## src/rtl/ic1500_mon_pkg.sv

```systemverilog
// Shared types and defaults for the ic1500 downstream monitor.
package ic1500_mon_pkg;

    localparam int unsigned DEFAULT_COUNT_W = 8;

    typedef enum logic [1:0] {
        IDLE = 2'd0,
        S1   = 2'd1,
        S10  = 2'd2,
        HIT  = 2'd3
    } mon_state_e;

endpackage

```

## src/rtl/ic1500_monitor_sat_counter.sv

```systemverilog
// Saturating up-counter with synchronous clear (clear wins over increment).
module sat_counter #(
    parameter int unsigned WIDTH = 8
) (
    input  logic             clk,
    input  logic             rst_n,
    input  logic             clr,
    input  logic             inc,
    output logic [WIDTH-1:0] count
);

    logic [WIDTH-1:0] count_q;
    logic [WIDTH-1:0] count_d;

    always_comb begin
        count_d = count_q;
        if (clr) begin
            count_d = '0;
        end else if (inc && (count_q != '1)) begin
            count_d = count_q + WIDTH'(1);
        end
    end

    always_ff @(posedge clk or negedge rst_n) begin
        if (!rst_n) begin
            count_q <= '0;
        end else begin
            count_q <= count_d;
        end
    end

    assign count = count_q;

endmodule

```

## src/rtl/ic1500_monitor.sv

```systemverilog
// Observer for ic1500: overlapping 1,0,1 detector on y with saturating hit count.
// Define IC1500_MON_ERRCHK_EN to build the y == q0^q1 consistency checker.
module ic1500_monitor
    import ic1500_mon_pkg::*;
#(
    parameter int unsigned COUNT_W = DEFAULT_COUNT_W
) (
    input  logic               clk,
    input  logic               rst_n,
    input  logic               en,
    input  logic               clr,
    input  logic               q0,
    input  logic               q1,
    input  logic               y,
    output logic               det,
    output logic [COUNT_W-1:0] det_count,
    output logic [COUNT_W-1:0] err_count,
    output logic               err_flag
);

    mon_state_e state_q;
    mon_state_e state_d;
    mon_state_e nxt_state;
    logic       det_inc;

    always_comb begin
        nxt_state = state_q;
        case (state_q)
            IDLE:    nxt_state = y ? S1  : IDLE;
            S1:      nxt_state = y ? S1  : S10;
            S10:     nxt_state = y ? HIT : IDLE;
            HIT:     nxt_state = y ? S1  : S10;
            default: nxt_state = IDLE;
        endcase

        state_d = state_q;
        if (clr) begin
            state_d = IDLE;
        end else if (en) begin
            state_d = nxt_state;
        end

        det_inc = en && !clr && (nxt_state == HIT);
    end

    always_ff @(posedge clk or negedge rst_n) begin
        if (!rst_n) begin
            state_q <= IDLE;
        end else begin
            state_q <= state_d;
        end
    end

    assign det = (state_q == HIT);

    sat_counter #(.WIDTH(COUNT_W)) u_det_cnt (
        .clk   (clk),
        .rst_n (rst_n),
        .clr   (clr),
        .inc   (det_inc),
        .count (det_count)
    );

`ifdef IC1500_MON_ERRCHK_EN
    logic mismatch;
    logic err_inc;
    logic err_flag_q;
    logic err_flag_d;

    always_comb begin
        mismatch   = (y != (q0 ^ q1));
        err_inc    = en && !clr && mismatch;
        err_flag_d = err_flag_q;
        if (clr) begin
            err_flag_d = 1'b0;
        end else if (err_inc) begin
            err_flag_d = 1'b1;
        end
    end

    always_ff @(posedge clk or negedge rst_n) begin
        if (!rst_n) begin
            err_flag_q <= 1'b0;
        end else begin
            err_flag_q <= err_flag_d;
        end
    end

    sat_counter #(.WIDTH(COUNT_W)) u_err_cnt (
        .clk   (clk),
        .rst_n (rst_n),
        .clr   (clr),
        .inc   (err_inc),
        .count (err_count)
    );

    assign err_flag = err_flag_q;
`else
    // Checker removed: q0/q1 are kept as ports but intentionally unused.
    logic unused_chk_inputs;
    assign unused_chk_inputs = q0 ^ q1;
    assign err_count = '0;
    assign err_flag  = 1'b0;
`endif

endmodule

```

## config.mk

```make
export PLATFORM = sky130hd
export DESIGN_NAME = ic1500_monitor
export DESIGN_NICKNAME = d
export VERILOG_FILES = /design/src/rtl/ic1500_mon_pkg.sv /design/src/rtl/ic1500_monitor_sat_counter.sv /design/src/rtl/ic1500_monitor.sv
export SDC_FILE = /design/constraint.sdc
export NUM_CORES = 1
export LEC_CHECK = 0
export BUFFER_PORTS_ARGS = -buffer_cell sky130_fd_sc_hd__buf_2
export CAP_MARGIN = 10
export CORE_UTILIZATION = 45
export DETAILED_ROUTE_END_ITERATION = 8
export GPL_TIMING_DRIVEN = 1
export HOLD_SLACK_MARGIN = 0.06
export PLACE_DENSITY = 0.75
export SKIP_CTS_REPAIR_TIMING = 1
export SLEW_MARGIN = 20
export SYNTH_ARGS = -nofsm -noshare
export SYNTH_HDL_FRONTEND = slang
export SYNTH_HIERARCHICAL = 1
export SYNTH_SLANG_ARGS = --single-unit
```

## constraint.sdc

```tcl
create_clock -name clk -period 2.25 [get_ports clk]
set_input_delay 0.45 -clock clk [delete_from_list [all_inputs] [get_ports clk]]
set_output_delay 0.45 -clock clk [all_outputs]
set_load 0.005 [all_outputs]
```

==> key figures <==
Yosys
  – Register area share after synthesis: 38.91%
  – Post-synth EDFFs: 0
  – Post-synth top cells: dfrtp_1, buf_4, a21oi_1, nor2b_1, nor3_1
  – Top cell type's share of synthesized area: 38.91%
  – FFs w/ async S/R, synth: 100.0%
  – Synth Warn #: 6
  – Synth Cell Area: 643.1 um^2
  – Most numerous cell in the Yosys netlist: dfrtp_1
  – Synth Flop Type: dfrtp_1
  – Yosys cell types: 34
  – Synth Register Bits: 10
  – Synth top area cells: dfrtp_1, buf_4, nor2b_1
  – Syn Area/Cell: 9.187 um^2
  – Post-synthesis cell count: 70
  – Largest area contributor in the netlist: dfrtp_1

Setup path
  – R2r setup slk: 460 ps
  – Critical Path AT: 1920 ps
  – Crit-path max FO: 9
  – Critical R2R Capture: u_det_cnt/count[5]$_DFFE_PN0P_
  – Critical path, cell by cell: nor2b_1 > and4b_1 > nand3_1 > a2111oi_0 > nor3b_1
  – R2r worst-path depth: 5
  – Slowest Stage Delay on Critical Path: 440 ps
  – Slowest CP cell: a2111oi_0
  – Setup crit end kind: flip-flop
  – R2r startpoint: state_q[0]$_DFFE_PN0P_
  – Startpoint types: flip-flop
  – Setup CP Type: flip-flop to flip-flop
  – Crit path required time: 2390 ps

Min path
  – Worst min-delay path startpoint: y
  – WHS Endpoint: state_q[1]$_DFFE_PN0P_
  – Worst Hold Path Cells: 3
  – Worst min path class: input port to flip-flop

Global routing
  – Total GRT Usage: 19.15%
  – First-pass GRT wire length: 1966 um
  – Total gr overflow: 0
  – Pin count of the biggest net entering global routing: 15
  – Initial antenna violation count: 0
  – Vias in the first global route: 459

Power and ir drop
  – Switching Fraction: 24.08%
  – Power per cell area: 462.6 nW/um^2
  – Cell-internal power: 250.4 uW
  – Maximum VDD drop: 0.2732 mV
  – Gate power share: 6.7%
  – P_sw: 79.46 uW
  – Sequential share of power: 55.3%
  – Total Power: 329.9 uW
  – Clk network pwr share: 38.0%
  – Static Leak: 0.0003515 uW

Drt
  – Initial DRC Count: 12
  – DR vias: 520
  – Drt wl/cell: 12.31 um
  – DRC viols: 0
  – Remaining antenna violation count: 0
  – Vias per inst: 5.253
  – Drt first pass iters: 4
  – Detailed Route WL: 1219 um

Timing
  – Period utilisation layout: 79.38%
  – Slew Limit Fails: 0
  – RSZ-0062 raised after global routing: no
  – Final TNS setup: 0 ps
  – Fmax: 559.9 MHz
  – Hold_ws: 475.0 ps
  – Clock Skew: 5.882 ps
  – Final Hold Vio Count: 0
  – Setup Viol. Count Final: 0
  – Fin crit period: 1786 ps

CTS
  – CTS buffer count: 3
  – Clock transition at path regs: 70 ps
  – CTS tree: yes
  – Clock Tree Buf Depth: 2
  – Clk Latency, worst-skew pair: 260 ps
  – Root buf cell: clkbuf_4
  – Sink Count: 10
  – H-tree depth: 1

Place
  – Placed cell count: 95
  – GPL Wtd Cong: 0.6936
  – Count of input and output buffers: 13
  – Detailed Place HPWL: 880 um

Layout
  – Final cell count without fillers: 99
  – Synthesis-to-finish area growth: 10.89%
  – Share of post-route cells with drive strength above 1: 23.81%
  – Inserted Diodes: 0
  – # nets final: 94

Floorplan
  – I/O Pins: 25
  – # rows: 13
  – Initial cell density of the core: 48.81%
  – Die Footprint: 1584 um^2
  – Core area: 1318 um^2
  – Die Span X: 39.81 um
  – Die Y: 39.81 um

Run
  – # Max-Cap Violations: 0

Run status
  – Outcome: finished clean
[state kept, by name, indices dropped and copies added, names as in the netlist]
signal / flops
u_det_cnt/count: 8
state_q: 2
[critical path: cells and delay by family, from the launching register on]
kind / cells / cell delay, ps
compound gates: 1 / 440
simple gates: 4 / 820
flops: 1 / 410
[cell type report]
class | instances | area [um^2]
Tap cell | 15 | 18.77
Clock buffer | 3 | 22.52
Sequential cell | 10 | 250.2
Multi-Input combinational cell | 54 | 335.3
Timing Repair Buffer | 14 | 75.07
Fill cell | 129 | 604.3
Inverter | 3 | 11.26
[how the worst max path moves through the flow]
stage,depth (start not counted),from,to
2_1_floorplan,6,y,u_det_cnt/count[7]$_DFFE_PN0P_
3_3_place_gp,5,clr,u_det_cnt/count[5]$_DFFE_PN0P_
3_5_place_dp,6,y,u_det_cnt/count[5]$_DFFE_PN0P_
4_1_cts,5,state_q[0]$_DFFE_PN0P_,u_det_cnt/count[5]$_DFFE_PN0P_
5_1_grt,5,state_q[0]$_DFFE_PN0P_,u_det_cnt/count[5]$_DFFE_PN0P_
6_report,5,state_q[0]$_DFFE_PN0P_,u_det_cnt/count[5]$_DFFE_PN0P_
[per-layer routing]
| metal | share of wire, % | global-route usage (%) | vias up | routed length [um] |
|---|---|---|---|---|
| met5 | 0 | 0 | - | 0 |
| met4 | 0.98 | 12.93 | 0 | 12 |
| met3 | 3.6 | 3.409 | 2 | 44 |
| met2 | 50 | 29.51 | 14 | 612 |
| met1 | 45 | 23.79 | 244 | 548 |
| li1 | - | - | 260 | - |
[through the flow]
stage | area, um^2 | setup WS [ps] | util (%)
after floorplan | 673.1 | 601.2 | -
after global placement | 680.7 | 353.3 | 51.66
after CTS | 703.2 | 454.2 | 53.37
after global routing | 713.2 | 318.0 | 54.13
after detailed placement | 680.7 | 299.4 | 51.66
final | 713.2 | 464.0 | 54.13
[cells in the final DEF, fill, tap and decap left out, drive strengths merged]
cell type / n
nand2b: 3
ha: 1
nor2: 3
nor4: 1
nand3: 3
a31oi: 1
nor3b: 1
dfrtp: 10
a41oi: 1
and2: 1
a211oi: 1
and4: 2
conb: 9
clkbuf: 3
nor3: 4
mux2: 2
inv: 3
nand4: 1
nand2: 2
buf: 13
o21ai: 2
or3: 1
and3: 1
dlygate4sd3: 1
nor2b: 4
a2111oi: 1
and4b: 1
nand3b: 1
a21boi: 1
a21oi: 4
mux2i: 2
[power by group through the flow]
stage | Sequential, uW | Clock, uW | Combinational (uW)
detailed placement | 186 | 0 | 20.9
CTS | 183 | 125 | 20.9
global placement | 186 | 0 | 20.4
finish | 183 | 125 | 22.0
floorplan | 186 | 0 | 22.3
global route | 183 | 135 | 26.2
[cell families (layout without fill, tap and decap cells)]
group	Yosys count	in the layout	share of synthesized area [%]
adder cells (fa/ha/maj)	1	1	1.945
AO/OA/AOI/OAI	11	11	10.70
buffers and inverters	14	20	13.62
other	1	9	0.5831
AND/OR/NAND/NOR	29	29	27.63
flip-flops	10	10	38.91
multiplexers	4	4	6.615
Power figures use the tool's default switching activity.
